## src/rtl/moore_pkg.sv

```systemverilog
// Shared constants and helpers for the Moore sequence counter.
package moore_pkg;

   localparam logic DIR_UP    = 1'b1;
   localparam logic DIR_DN    = 1'b0;
   localparam logic MODE_WRAP = 1'b0;
   localparam logic MODE_SAT  = 1'b1;

   localparam int unsigned MAX_WIDTH = 16;

   // Callers zero-extend to MAX_WIDTH and truncate the result back to their width.
   function automatic logic [MAX_WIDTH-1:0] bin2gray(input logic [MAX_WIDTH-1:0] b);
      return b ^ (b >> 1);
   endfunction

endpackage

```

## src/rtl/moore_seq_next.sv

```systemverilog
// Combinational next-state for the sequence counter: count, Gray code and flags.
module moore_seq_next
   import moore_pkg::*;
#(
   parameter int unsigned WIDTH   = 4,
   parameter int unsigned MODULUS = 16
) (
   input  logic [WIDTH-1:0] cnt,
   input  logic             en,
   input  logic             dir,
   input  logic             sat_mode,
   input  logic             load,
   input  logic [WIDTH-1:0] load_val,
   output logic [WIDTH-1:0] next_cnt,
   output logic [WIDTH-1:0] next_gray,
   output logic             next_wrap,
   output logic             next_at_max,
   output logic             next_at_min
);

   localparam int unsigned   LastInt = MODULUS - 1;
   // One extra bit so MODULUS == 2**WIDTH compares without overflow.
   localparam logic [WIDTH:0]   Last    = (WIDTH+1)'(LastInt);
   localparam logic [WIDTH-1:0] LastCnt = WIDTH'(LastInt);

   logic at_last;
   logic at_zero;

   always_comb begin
      at_last   = ({1'b0, cnt} == Last);
      at_zero   = (cnt == '0);
      next_cnt  = cnt;
      next_wrap = 1'b0;
      if (load) begin
         next_cnt = ({1'b0, load_val} > Last) ? LastCnt : load_val;
      end else if (en) begin
         if (dir == DIR_UP) begin
            if (!at_last) begin
               next_cnt = cnt + WIDTH'(1);
            end else if (sat_mode != MODE_SAT) begin
               next_cnt  = '0;
               next_wrap = 1'b1;
            end
         end else begin
            if (!at_zero) begin
               next_cnt = cnt - WIDTH'(1);
            end else if (sat_mode != MODE_SAT) begin
               next_cnt  = LastCnt;
               next_wrap = 1'b1;
            end
         end
      end
      next_gray   = WIDTH'(bin2gray(MAX_WIDTH'(next_cnt)));
      next_at_max = ({1'b0, next_cnt} == Last);
      next_at_min = (next_cnt == '0);
   end

endmodule

```

## src/rtl/moore_seq_counter.sv

```systemverilog
// Parametrised Moore sequence counter: register bank around moore_seq_next.
module moore_seq_counter
   import moore_pkg::*;
#(
   parameter int unsigned WIDTH   = 4,
   parameter int unsigned MODULUS = 16
) (
   input  logic             clk,
   input  logic             rst,
   input  logic             en,
   input  logic             dir,
   input  logic             sat_mode,
   input  logic             load,
   input  logic [WIDTH-1:0] load_val,
   output logic [WIDTH-1:0] cnt,
   output logic [WIDTH-1:0] gray,
   output logic             at_max,
   output logic             at_min,
   output logic             wrap
);

   if (WIDTH < 2 || WIDTH > MAX_WIDTH || MODULUS < 2 || MODULUS > (32'd1 << WIDTH))
   begin : gen_bad_params
      $error("moore_seq_counter: illegal WIDTH/MODULUS");
   end

   logic [WIDTH-1:0] cnt_d, cnt_q;
   logic [WIDTH-1:0] gray_d, gray_q;
   logic             at_max_d, at_max_q;
   logic             at_min_d, at_min_q;
   logic             wrap_d, wrap_q;

   moore_seq_next #(
      .WIDTH   (WIDTH),
      .MODULUS (MODULUS)
   ) u_next (
      .cnt         (cnt_q),
      .en          (en),
      .dir         (dir),
      .sat_mode    (sat_mode),
      .load        (load),
      .load_val    (load_val),
      .next_cnt    (cnt_d),
      .next_gray   (gray_d),
      .next_wrap   (wrap_d),
      .next_at_max (at_max_d),
      .next_at_min (at_min_d)
   );

   always_ff @(posedge clk or posedge rst) begin
      if (rst) begin
         cnt_q    <= '0;
         gray_q   <= '0;
         at_max_q <= 1'b0;
         at_min_q <= 1'b1;
         wrap_q   <= 1'b0;
      end else begin
         cnt_q    <= cnt_d;
         gray_q   <= gray_d;
         at_max_q <= at_max_d;
         at_min_q <= at_min_d;
         wrap_q   <= wrap_d;
      end
   end

   assign cnt    = cnt_q;
   assign gray   = gray_q;
   assign at_max = at_max_q;
   assign at_min = at_min_q;
   assign wrap   = wrap_q;

endmodule
```

## config.mk

```make
export PLATFORM = sky130hd
export DESIGN_NAME = moore_seq_counter
export DESIGN_NICKNAME = d
export VERILOG_FILES = /design/src/rtl/moore_pkg.sv /design/src/rtl/moore_seq_next.sv /design/src/rtl/moore_seq_counter.sv
export SDC_FILE = /design/constraint.sdc
export NUM_CORES = 1
export LEC_CHECK = 0
export BUFFER_PORTS_ARGS = -buffer_cell sky130_fd_sc_hd__buf_2
export CORE_ASPECT_RATIO = 0.8
export CORE_MARGIN = 2
export CORE_UTILIZATION = 35
export CTS_CLUSTER_SIZE = 8
export DETAILED_ROUTE_END_ITERATION = 10
export SKIP_CTS_REPAIR_TIMING = 1
export SYNTH_ARGS = -nofsm -noshare
export SYNTH_HDL_FRONTEND = slang
export SYNTH_HIERARCHICAL = 1
export SYNTH_SLANG_ARGS = --single-unit
```

## constraint.sdc

```tcl
create_clock -name clk -period 1.9 [get_ports clk]
set_input_delay 0 -clock clk [delete_from_list [all_inputs] [get_ports clk]]
set_output_delay 0 -clock clk [all_outputs]
set_load 0.1 [all_outputs]
```

==> metrics.cfg <==
[status]
outcome = complete, no violations

[timing]
slew_violations = 0
finalSetupViolCount = 0
slew_headroom = 0.674
worst_pin_slew_ps = 492
min_period_ps = 1850
finalHoldViolations = 0
fin_skew_ps = 1.60
setup_ws_ps = 50.4
fin_crit_sh = 0.973
fmax_ghz = 0.541
rsz0062_at_grt = yes

[synthesis]
yosysSeqAreaShare = 0.373
synthTopCellsByArea = dfrtp_1 (34%), ha_1 (5.1%), nor4_2 (5.1%), a21oi_1 (4.1%), dfstp_2 (3.5%)
yosys.area.top_type = dfrtp_1
ys_types = 35
synth_top_area_frac = 0.338
synthCells = 76
ys_warn_count = 6
syn_nets = 89
syn_avg_cell_area_um2 = 9.75
netlist_area_um2 = 741
ys_ff_latch = 11

[detailed_routing]
via_per_inst = 5.17
drtIter0Drc = 20
first_pass_iters = 4
routed_wl_mm = 1.81
final_antenna_net_count = 0
wl_per_cell_um = 14.0
route.detailed.drc = 0
vias = 667

[final_layout]
syn_to_final_growth_pct = 35.8
nets = 119
layoutNonFillerInstCount = 129
seq_area_um2 = 287
multi_input_area_um2 = 469
diodes = 0
drive_above_1_share = 0.505
fillers = 178

[worst_setup_path]
crit_path_top_delay_cell = dfrtp_4
cpLargestDelayFamily = flip-flops
cp.arrival_ps = 2040
reg2reg_slack_ps = 50
crit_type = reg2reg
cp.required_ps = 2090
cp-end-kind = flop
crit_path_max_fanout = 7
start_kind = flop
path_buf_inv = 1
cp_cell_sequence = inv_4, ha_4, or3b_4, nand3b_1, o21ai_2, a31oi_4, xor2_1
max_stage_delay_ps = 540

[die]
die_w_um = 55.4
dieArea_um2 = 2500
ioPinCount = 21
fp.coreArea_um2 = 1940
die_y_um = 45.1
start_util = 0.381
rows = 14

[clocking]
h-tree-depth = 1
clk_latency_ps = 260
cts.sinks = 11
clk_pin_slew_ps = 70
cts_tree = yes
cts_root_buffer = clkbuf_4
ctsLongestPathBuffers = 2
numCtsBuffers = 3

[power_and_ir_drop]
powerDensity_nw_per_um2 = 946
ir_worst_vdd_uv = 656
p_leak_nw = 0.435

[grt]
antenna_found_initial = 0
overflow = 0
grt_pass1_vias = 558
grt.total_usage = 0.147
grt_pass1_wl_mm = 2.74
grt_max_degree = 14

[placement]
dp_slack_ps = 38.8
dp.cells = 118
numPortBuffers = 20
gp_congestion = 0.783
place_hpwl_mm = 1.30

[job]
maxCapViolations = 0

[worst_hold_path]
hp-class = in2reg

==> stage by stage <==
step           cell area [um2]  hold WS, ps  TNS [ps]  utilization  total power, W
3_3_place_gp               920         5.01         0        0.473        0.000772
3_5_place_dp               920         13.0         0        0.473        0.000772
2_1_floorplan              800         -148         0            -        0.000692
6_report                  1010         11.1         0        0.517        0.000951
5_1_grt                   1010         10.8     -50.1        0.517         0.00101
4_1_cts                    946         -277         0        0.486        0.000932
==> cells in the final DEF, fill, tap and decap left out, drive strengths merged, types with 2 or more instances in the layout <==
cell type     n
nand2b        2
nor2          3
buf          27
ha            3
o21ai         5
dlygate4sd3   2
xor2          2
nand2         5
and3          3
clkbuf        4
o41ai         2
nor4          4
nor2b         3
a31oi         3
a21oi         7
inv           5
or3b          2
dfrtp        10
nand4         3
nor3          2
==> layout make-up <==
| type | count | area share |
|---|---|---|
| Clock buffer | 4 | 0.0261 |
| Inverter | 5 | 0.0211 |
| Multi-Input combinational cell | 56 | 0.466 |
| Sequential cell | 11 | 0.285 |
| Tap cell | 24 | 0.0299 |
| Timing Repair Buffer | 29 | 0.172 |
==> tightest hold or removal path, stage by stage <==
cell and delay [ps]:
buf_2 70, nand2_1 60, o21ai_0 100
==> cells in the mapped netlist <==
| master | instances |
|---|---|
| o41ai_2 | 1 |
| a31oi_1 | 2 |
| a31oi_4 | 1 |
| buf_2 | 2 |
| mux2_2 | 1 |
| dfrtp_1 | 10 |
| nand3b_1 | 1 |
| nor3_4 | 1 |
| a21oi_2 | 1 |
| or2b_1 | 1 |
| buf_4 | 2 |
| nor4_2 | 3 |
| a21oi_1 | 6 |
| nand3_1 | 1 |
| nor2_1 | 2 |
| and3_1 | 3 |
| nor4b_1 | 1 |
| nor3_1 | 1 |
| ha_1 | 3 |
| dfstp_2 | 1 |
| o21ai_2 | 1 |
| o41ai_1 | 1 |
| o21ai_0 | 4 |
| nor4_1 | 1 |
| inv_2 | 1 |
| nor2b_1 | 3 |
| o31ai_1 | 1 |
| nand2b_1 | 2 |
| nor2_2 | 1 |
| nand4_1 | 3 |
| or3b_1 | 2 |
| nand2_1 | 5 |
| inv_1 | 4 |
| a211oi_1 | 1 |
| xor2_1 | 2 |
==> layer usage <==
metal  up-vias  wire length [um]  GRT usage
met5         -                 0          0
met4         0                13     0.0293
met3         2                89     0.0602
met2        18               749      0.210
met1       312               952      0.210
li1        335                 -          -
==> cells by family after synthesis <==
family          synth area share
simple gates               0.287
buf+inv                   0.0591
compound gates             0.191
mux                       0.0152
flops                      0.373
xor+xnor                  0.0237
fa+ha+maj                 0.0507
==> power by group <==
part	switching, W	internal [W]
sequential	0.0000378	0.000271
combinational	0.000358	0.000128
clock	0.0000750	0.0000812
total	0.000471	0.000480
==> state kept, by name, indices dropped and copies added (netlist names) <==
name / cells
at_min: 1
cnt: 4
gray: 4
at_max: 1
wrap: 1
==> worst paths after layout <==
check,from,end,depth (start not counted)
worst min-delay path,load_val[3],cnt[3],3
worst max register to register,cnt[1],gray[1],7
worst max-delay path,cnt[1],gray[1],7
min in group asynchronous,rst,cnt[1],3
max in group asynchronous,rst,at_min,3
worst min register to register,cnt[3],cnt[2],2
Note: power is estimated with default switching activity, not from simulation.
